===== config.mk =====
export PLATFORM = sky130hd
export DESIGN_NAME = mst_sat_cnt
export DESIGN_NICKNAME = d
export VERILOG_FILES = /design/src/rtl/mst_sat_cnt.sv
export SDC_FILE = /design/constraint.sdc
export NUM_CORES = 1
export LEC_CHECK = 0
export ABC_AREA = 0
export CORE_MARGIN = 3
export CORE_UTILIZATION = 27
export CTS_CLUSTER_DIAMETER = 30
export DETAILED_ROUTE_END_ITERATION = 8
export HOLD_SLACK_MARGIN = 0.03
export PLACE_DENSITY = 0.6
export SLEW_MARGIN = 20
export SYNTH_ARGS = -nofsm -noshare
export SYNTH_HDL_FRONTEND = slang
export SYNTH_SLANG_ARGS = --single-unit

===== constraint.sdc =====
create_clock -name clk -period 1.5 [get_ports clk]
set_input_delay 0.45 -clock clk [delete_from_list [all_inputs] [get_ports clk]]
set_output_delay 0.45 -clock clk [all_outputs]
set_load 0.005 [all_outputs]

===== src/rtl/mst_sat_cnt.sv =====
// Saturating up-counter with synchronous clear; clear has priority over increment.
module mst_sat_cnt #(
    parameter int unsigned W   = 16,
    parameter logic [W-1:0] MAX = '1
) (
    input  logic         clk,
    input  logic         rst_n,
    input  logic         clr_i,
    input  logic         inc_i,
    output logic [W-1:0] cnt_o
);

    logic [W-1:0] cnt_q;

    // Count up to MAX and hold there until cleared.
    always_ff @(posedge clk or negedge rst_n) begin
        if (!rst_n) begin
            cnt_q <= '0;
        end else if (clr_i) begin
            cnt_q <= '0;
        end else if (inc_i && (cnt_q != MAX)) begin
            cnt_q <= cnt_q + W'(1);
        end
    end

    assign cnt_o = cnt_q;

endmodule


==> results.toml, run 1 <==
[placed_design]
placed_area_um2 = 1460
place.detailed.instances = 192
post-dp-hpwl_mm = 2.01
port_buffers = 19
place.gp.congestion = 0.874

[cells_and_area]
final-seq-area_um2 = 403
layout.cells.most_common_list = "buf_4 (43), buf_6 (26), dfrtp_1 (14)"
multi_input_comb_area_um2 = 681
flip_flop_count_of_the_largest_register_all_copies_and_words_added = 16
layout.cells.most_common = "buf_4"
cell_area_after_layout_um2 = 1920
final_layout_size_suffix_gt1_share_pct = 64.1
n_antenna_cell = 0
num-fill-cells = 245
fin_cells = 225
syn2layout_area_growth_pct = 104
num-nets-final = 188

[drt]
drc = 0
met1Wirelength_mm = 1.65
detailedRoute.firstPassIterationCount = 4
wl_per_cell_um = 16.8
detail_route.wirelength_mm = 3.77
detail_routed_via_count_per_cell = 5.21
sum_of_met2_wire_segment_lengths_after_detailed_routing_mm = 1.95
starting_drt_drc_count = 70
top_layer = "met4"
final_antenna_net_count = 0
met3WireLength_um = 131
route.vias.total = 1172

[setup_path]
cp_max_fanout = 5
timing.critical_path.required_ns = 1.69
cp.arrival_ns = 1.89
cell_chain_critical_path = "ha_4, nand4_4, nor4_4, buf_6, nor4_4, mux2_4"
max_stage_delay_ns = 0.44
timing.setup.critical_path_class = "flip-flop to flip-flop"
reg2reg_from = "cnt_o[0]$_DFFE_PN0P_"
critical-path-top-cell-by-count = "nor4_4"
cp-end-kind = "flip-flop"
cp-startpoint = "cnt_o[0]$_DFFE_PN0P_"
cp-start-kind = "flip-flop"
standard_cell_with_the_maximum_stage_delay_on_the_critical_path = "dfrtp_2"

[clocking]
clock_transition_time_at_the_flip_flop_clock_pins_of_the_worst_setup_and_hold_paths_ns = 0.10
cts_max_level = 1
tritoncts = "done"
cts_num_sinks = 16
clk_path_buf_depth = 2
clk_root_buffer_cell = "clkbuf_4"
postCtsHoldBufs = 0
clock_insertion_delay_worst_skew_ns = 0.30
cts_inserted_buffers = 3

[yosys]
syn_nets = 103
netlist_instances = 98
yosys-top-cells-area = "dfrtp_1 (42%), a21oi_1 (5.8%), o31ai_1 (5.6%)"
synth_largest_type_area_fraction_pct = 42.5
syn-mean-instance-area_um2 = 9.61
synth.distinct_cells = 28
netlist.top_cell.by_area = "dfrtp_1"
synth.ff_latch_count = 16
synth.cell_area_um2 = 942
synth_edf_count = 0
synth_sequential_area_ratio_pct = 42.5
synth_warnings = 0
synth-main-ff-cell = "dfrtp_1"
synth_async_sr_flop_share_pct = 100

[global_routing]
grt_antenna_before_repair = 0
global_route.usage.total_pct = 17.0
first_global_vias = 1202
global_route_wire_length_before_repair_mm = 5.66
grt_max_degree = 17
aggregate_global_routing_overflow = 0

[timing]
slew-limit-headroom_pct = 79.1
grt_setup_unrepaired = "true"
fmaxAchievable_mhz = 589
fin_tns_setup_ns = -2.68
worstMarginPinSlew_ns = 0.311
finalSetupViolations = 19
finalWorstSetupSlack_ns = -0.196
period_share_pct = 113
min_period_ns = 1.70
timing_max_transition_violations_final = 0
clock_skew_ns = 0.00214
finalHoldViolCount = 0

[pwr]
total_power_mw = 0.815
power_density_nw_per_um2 = 424
vdd_ir_drop_max_mv = 0.174
p_leak_nw = 0.856

[die]
die_y_um = 65.1
floorplan.die_area_um2 = 4230
start_util_pct = 29.6
count_of_boundary_i_o_pins = 20
die_x_um = 65.1
core-area_um2 = 3180
floorplan.rows = 20

[status]
failed_checks = "negative setup slack"
outcome = "finished, violations left"

[job]
max_cap_violations = 0

[min_path]
worstHoldPathType = "primary input to async pin"
[metrics by stage]
stage | hold WS [ns] | utilization (%) | setup slack [ns]
2_1_floorplan | 0.154 | - | -0.105
3_3_place_gp | 0.590 | 46.0 | -0.500
3_5_place_dp | 0.597 | 46.0 | -0.570
4_1_cts | 0.486 | 55.2 | -0.212
5_1_grt | 0.470 | 60.4 | -0.277
6_report | 0.464 | 60.4 | -0.196
[path summary, 6_finish.rpt]
kind	end	slack, ns	depth (start not counted)
max	cnt_o[13]$_DFFE_PN0P_	-0.20	6
min	cnt_o[10]$_DFFE_PN0P_	0.46	2
max reg2reg	cnt_o[13]$_DFFE_PN0P_	-0.20	6
min reg2reg	cnt_o[5]$_DFFE_PN0P_	0.67	3
max in group asynchronous	cnt_o[1]$_DFFE_PN0P_	0.83	2
min in group clk	cnt_o[5]$_DFFE_PN0P_	0.67	3
[where the power goes]
part	switching, mW	leakage [nW]	internal (mW)	total (mW)
sequential	0.00723	0.219	0.436	0.443
combinational	0.0590	0.622	0.0675	0.127
clock	0.152	0.0138	0.0936	0.246
[final cells by class]
class / count / share of cell area (%)
inverters: 3 / 0.586
well taps: 44 / 2.87
multi-input cells: 74 / 35.4
flip-flops and latches: 16 / 21.0
clock buffers: 3 / 1.17
repair buffers: 85 / 39.0
[worst max-delay path, delay by kind of cell, from the launching register on]
family	cells	cell delay, ns
and+or+nand+nor	3	0.47
DFF	1	0.44
buffers and inverters	1	0.21
muxes	1	0.30
adders and majority gates	1	0.17
[kinds of logic (layout without fill, tap and decap cells)]
kind of cell    Yosys count  after routing  synth area share, %
mux                       4              4                 4.78
compound gates           24             24                 16.2
fa+ha+maj                 1              1                 1.33
buf+inv                   8             91                 3.98
simple gates             45             45                 31.2
flops                    16             16                 42.5
[synthesized netlist by cell type (2+ instances only)]
library cell and count:
mux2_1 4, and4_2 2, or4_1 5, a21oi_1 11, nand3_1 3, o21ai_1 3
nand2_1 6, nor4_1 4, nor2_1 4, or4_2 2, nor2b_1 4, or3_1 2
and3_1 2, clkbuf_1 4, dfrtp_1 16, nand4_1 6, inv_1 3, o31ai_1 7
[metal layers]
layer  vias to the layer above  track usage (%)
li1                        551                -
met1                       584             21.2
met2                        32             29.9
met3                         5             1.91
met4                         0             6.74
met5                         -                0
[timing repair]
item                                    in CTS  in global routing
resized for setup                           62                 45
endpoints found under the setup margin      32                 26
buffers inserted                            21                 11
cloned                                       1                  0
pin swaps                                   14                 11
(Power assumes the default switching activity.)
==> run 2, diff against run 1 <==
- CELL_PAD_IN_SITES_DETAIL_PLACEMENT: default -> 0
- CELL_PAD_IN_SITES_GLOBAL_PLACEMENT: default -> 1
- PLACE_DENSITY: 0.6 -> 0.72
==> run 2 against run 1 <==
The flow still finishes with violations (negative setup slack). Count of clock-buffer cells in the layout increased by 1. Highest routed layer unchanged. Global-route usage increased by 0.28 points. Wire length decreased by 6.1%. Clock skew increased by 0.0019 ns. First-iteration DRC count increased by 1.4%. Register-to-register slack got worse by 0.07 ns. Cell area decreased by 2.5%. Power increased by 2.3%. Combinational power decreased by 23%. Flip-flop and latch count unchanged.
==> results.toml, run 2 (synthesized netlist as in run 1, its figures left out) <==
[global_routing]
aggregate_global_routing_overflow = 0
grt_antenna_before_repair = 0
global_route_wire_length_before_repair_mm = 5.66
global_route.usage.total_pct = 17.3
grt_max_degree = 17
first_global_vias = 1163

[clocking]
clock_transition_time_at_the_flip_flop_clock_pins_of_the_worst_setup_and_hold_paths_ns = 0.10
clk_root_buffer_cell = "clkbuf_4"
tritoncts = "done"
cts_num_sinks = 16
cts_inserted_buffers = 3
cts_max_level = 1
clock_insertion_delay_worst_skew_ns = 0.29
postCtsHoldBufs = 0
clk_path_buf_depth = 2

[setup_path]
standard_cell_with_the_maximum_stage_delay_on_the_critical_path = "or4_4"
timing.setup.critical_path_class = "flip-flop to flip-flop"
cell_chain_critical_path = "buf_4, and4_4, nand4_1, buf_6, buf_4, or4_4, a21oi_2"
max_stage_delay_ns = 0.41
timing.critical_path.required_ns = 1.72
top_family_by_delay_on_critical_path = "simple AND/OR/NAND/NOR gates"
critical-path-top-cell-by-count = "buf_4"
cp-end-kind = "flip-flop"
cp_num_buf_inv = 3
cp.arrival_ns = 1.99
cp-start-kind = "flip-flop"
cp_max_fanout = 4

[die]
start_util_pct = 29.6
die_y_um = 65.1
core-area_um2 = 3180
floorplan.die_area_um2 = 4230
floorplan.rows = 20
die_x_um = 65.1
count_of_boundary_i_o_pins = 20

[timing]
finalSetupViolations = 17
finalWorstSetupSlack_ns = -0.265
timing_max_transition_violations_final = 0
period_share_pct = 118
clock_skew_ns = 0.00399
fmaxAchievable_mhz = 566
finalHoldViolCount = 0
worstMarginPinSlew_ns = 0.336
slew-limit-headroom_pct = 77.4
grt_setup_unrepaired = "true"
whs_ns = 0.481
min_period_ns = 1.77

[drt]
final_antenna_net_count = 0
detailedRoute.firstPassIterationCount = 4
starting_drt_drc_count = 71
route.vias.total = 1134
wl_per_cell_um = 16.2
detail_routed_via_count_per_cell = 5.18
detail_route.wirelength_mm = 3.55
drc = 0

[status]
failed_checks = "negative setup slack"
outcome = "finished, violations left"

[cells_and_area]
layout.cells.most_common = "buf_4"
final_layout_size_suffix_gt1_share_pct = 65.7
final_core_area_utilization_pct = 58.9
syn2layout_area_growth_pct = 98.8
num-fill-cells = 255
layout.cells.most_common_list = "buf_4 (40), buf_6 (23), dfrtp_1 (14)"
flip_flop_count_of_the_largest_register_all_copies_and_words_added = 16
cell_area_after_layout_um2 = 1870
num-nets-final = 181
n_antenna_cell = 0

[placed_design]
placed_area_um2 = 1470
post-dp-hpwl_mm = 2.09
port_buffers = 19
place.gp.congestion = 0.794
pre_cts_ws_ns = -0.567

[job]
max_cap_violations = 0

[pwr]
p_leak_nw = 0.814
total_power_mw = 0.833
power_density_nw_per_um2 = 445
vdd_ir_drop_max_mv = 0.218

[min_path]
worstHoldPathType = "primary input to async pin"
## run 2: cell types whose count changed in the layout (fill, tap and decap cells not counted), sizes merged
cell | before | now
buf | 70 | 64
clkbuf | 10 | 11
clkdlybuf4s15 | 4 | 3
## run 2: metal layers
layer | global-route usage (%) | share of wire (%) | wire (µm)
met1 | 21.1 | 42 | 1490
met2 | 30.9 | 53 | 1870
met3 | 2.77 | 3.0 | 107
met4 | 5.44 | 2.3 | 81
met5 | 0 | 0 | 0
## run 2: cell type report
cell class | instances | area [µm²] | area share [%]
timing repair buffer | 78 | 667 | 35.6
sequential | 16 | 403 | 21.5
clock buffer | 4 | 36.3 | 1.94
tap | 44 | 55.1 | 2.94
multi-input combinational | 74 | 701 | 37.4
inverter | 3 | 11.3 | 0.601
## run 2: worst paths after layout
kind | start | end | slack [ns] | cells after the start
max in group asynchronous | rst_n | cnt_o[1]$_DFFE_PN0P_ | 0.81 | 2
worst max-delay path | cnt_o[2]$_DFFE_PN0P_ | cnt_o[7]$_DFFE_PN0P_ | -0.27 | 7
worst min register to register | cnt_o[7]$_DFFE_PN0P_ | cnt_o[7]$_DFFE_PN0P_ | 0.68 | 3
min in group clk | cnt_o[7]$_DFFE_PN0P_ | cnt_o[7]$_DFFE_PN0P_ | 0.68 | 3
worst max register to register | cnt_o[2]$_DFFE_PN0P_ | cnt_o[7]$_DFFE_PN0P_ | -0.27 | 7
worst min-delay path | rst_n | cnt_o[15]$_DFFE_PN0P_ | 0.48 | 2
## run 2: repair_timing
item,in CTS,in global routing
resized for setup,83,35
cloned,0,0
pin swaps,10,13
hold endpoints to repair,0,0
buffers inserted,20,7
setup endpoints to repair,32,30
## run 2: through the flow
step / std cells / TNS (ns)
after CTS: 218 / -2.56
after floorplan: 98 / -0.843
after global routing: 219 / -4.35
after detailed placement: 195 / -6.57
final: 219 / -3.12
after global placement: 195 / -6.18
## run 2: power breakdown
| part | switching [mW] | total, mW | internal [mW] |
|---|---|---|---|
| Clock | 0.147 | 0.294 | 0.148 |
| Combinational | 0.0532 | 0.0975 | 0.0443 |
| Sequential | 0.00587 | 0.442 | 0.436 |
==> run 3, diff against run 2 <==
- PLACE_DENSITY: 0.72 -> 0.7
- clock period: 1.5 -> 1.8 ns (I/O delays scaled with it)
==> run 3 against run 2 <==
The run now ends clean. Sequential power down 17%. Clock power fell by 16%. Maximum frequency rose by 1.3%. Critical path depth is the same. Core utilization is 11 points lower. Critical path type unchanged. Critical endpoint is now cnt_o[5]$_DFFE_PN0P_. Largest power group unchanged. Highest routed layer unchanged.
==> results.toml, run 3 (synthesized netlist as in run 1, its figures left out) <==
[status]
outcome = "finished clean"

[die]
start_util_pct = 29.6
count_of_boundary_i_o_pins = 20
core-area_um2 = 3180
floorplan.rows = 20
floorplan.die_area_um2 = 4230
die_x_um = 65.1
die_y_um = 65.1

[timing]
min_period_ns = 1.74
fin_tns_setup_ns = 0
finalHoldViolCount = 0
clock_skew_ns = 0.00309
timing_max_transition_violations_final = 0
slew-limit-headroom_pct = 76.9
fmaxAchievable_mhz = 574
grt_setup_unrepaired = "true"
finalSetupViolations = 0
period_share_pct = 96.9
worstMarginPinSlew_ns = 0.346

[clocking]
tritoncts = "done"
cts_max_level = 1
clk_path_buf_depth = 2
cts_num_sinks = 16
clk_root_buffer_cell = "clkbuf_4"
postCtsHoldBufs = 0
clock_transition_time_at_the_flip_flop_clock_pins_of_the_worst_setup_and_hold_paths_ns = 0.10
clock_insertion_delay_worst_skew_ns = 0.29
cts_inserted_buffers = 3

[cells_and_area]
layout.cells.most_common = "buf_4"
num-nets-final = 157
flip_flop_count_of_the_largest_register_all_copies_and_words_added = 16
syn2layout_area_growth_pct = 60.7
cell_area_after_layout_um2 = 1510
layout.cells.most_common_list = "buf_4 (34), dfrtp_1 (15), dlygate4sd2_1 (10)"
n_antenna_cell = 0
final_layout_size_suffix_gt1_share_pct = 38.4
final_core_area_utilization_pct = 47.6

[placed_design]
place.gp.congestion = 0.829
port_buffers = 19
post-dp-hpwl_mm = 1.91
placed_area_um2 = 1340

[global_routing]
grt_antenna_before_repair = 0
grt_max_degree = 17
first_global_vias = 1092
aggregate_global_routing_overflow = 0
global_route.usage.total_pct = 13.9
global_route_wire_length_before_repair_mm = 4.68

[pwr]
power_density_nw_per_um2 = 450
p_leak_nw = 0.709
vdd_ir_drop_max_mv = 0.298

[setup_path]
critical-path-top-cell-by-count = "buf_4"
cp_max_fanout = 5
timing.setup.critical_path_class = "flip-flop to flip-flop"
standard_cell_with_the_maximum_stage_delay_on_the_critical_path = "or3_2"
max_stage_delay_ns = 0.45
timing.critical_path.required_ns = 2.03
cell_chain_critical_path = "ha_2, nand4_2, nor4_4, buf_4, buf_4, or3_2, a21oi_2"
cp.arrival_ns = 1.97
cp-start-kind = "flip-flop"
cp-end-kind = "flip-flop"

[min_path]
worstHoldPathType = "primary input to async pin"

[drt]
wl_per_cell_um = 13.6
drc = 0
final_antenna_net_count = 0
starting_drt_drc_count = 51
detail_routed_via_count_per_cell = 5.06
route.vias.total = 987
detailedRoute.firstPassIterationCount = 4
detail_route.wirelength_mm = 2.66

[job]
max_cap_violations = 0
-- run 3: cell types whose count changed in the layout (fill, tap and decap cells not counted), moves of 3 or more --
cell             change
a21oi_1              +6
a21oi_2              -6
buf_4                -6
buf_6               -23
clkbuf_2             -7
clkdlybuf4s15_1      -3
clkdlybuf4s50_1      +6
dlygate4sd2_1        +8
o31ai_1              +4
o31ai_2              -3
or4_1                +3
or4_4                -4
-- run 3: metal layers --
layer	vias up	GRT usage (%)	wire length (µm)
met4	0	5.70	14
met2	16	24.0	1350
met1	484	16.8	1210
li1	485	-	-
met5	-	0	0
met3	2	2.60	83
-- run 3: worst paths after layout --
| path | from | to | slack [ns] | cells past startpoint |
|---|---|---|---|---|
| min in group clk | cnt_o[10]$_DFFE_PN0P_ | cnt_o[10]$_DFFE_PN0P_ | 0.62 | 2 |
| hold / removal | rst_n | cnt_o[13]$_DFFE_PN0P_ | 0.57 | 2 |
| setup reg to reg | cnt_o[1]$_DFFE_PN0P_ | cnt_o[5]$_DFFE_PN0P_ | 0.06 | 7 |
| max in group asynchronous | rst_n | cnt_o[3]$_DFFE_PN0P_ | 1.03 | 2 |
| hold reg to reg | cnt_o[10]$_DFFE_PN0P_ | cnt_o[10]$_DFFE_PN0P_ | 0.62 | 2 |
| setup / recovery | cnt_o[1]$_DFFE_PN0P_ | cnt_o[5]$_DFFE_PN0P_ | 0.06 | 7 |
-- run 3: timing repair --
item / 4_1_cts / 5_1_grt
resized for setup: 13 / 10
setup buffers: 10 / 3
pin swaps: 1 / 4
setup endpoints to repair: 18 / 13
-- run 3: layout make-up --
type	instances	area, µm²
well taps	44	55.1
repair buffers	54	455
multi-input cells	74	554
clock buffers	4	36.3
inverters	3	11.3
flip-flops and latches	16	402
fillers	336	1660
-- run 3: stage by stage --
step                std cells  setup slack [ns]  total power, mW  hold slack, ns
detailed placement        178            -0.313            0.441           0.612
finish                    195            0.0566            0.682           0.565
global route              195           -0.0502            0.711           0.587
global placement          178            -0.242            0.440           0.576
floorplan                  98            0.0452            0.394           0.244
CTS                       192          -0.00693            0.686           0.571
-- run 3: power breakdown --
| group | switching [mW] | internal (mW) |
|---|---|---|
| logic | 0.0374 | 0.0334 |
| registers | 0.00211 | 0.362 |
| clock network | 0.124 | 0.123 |
| total | 0.163 | 0.519 |
-- run 3: critical path, delay by kind of cell (launching register included) --
family          cells  cell delay, ns
simple gates        3            0.62
flops               1            0.40
buf+inv             2            0.31
fa+ha+maj           1            0.21
compound gates      1            0.13
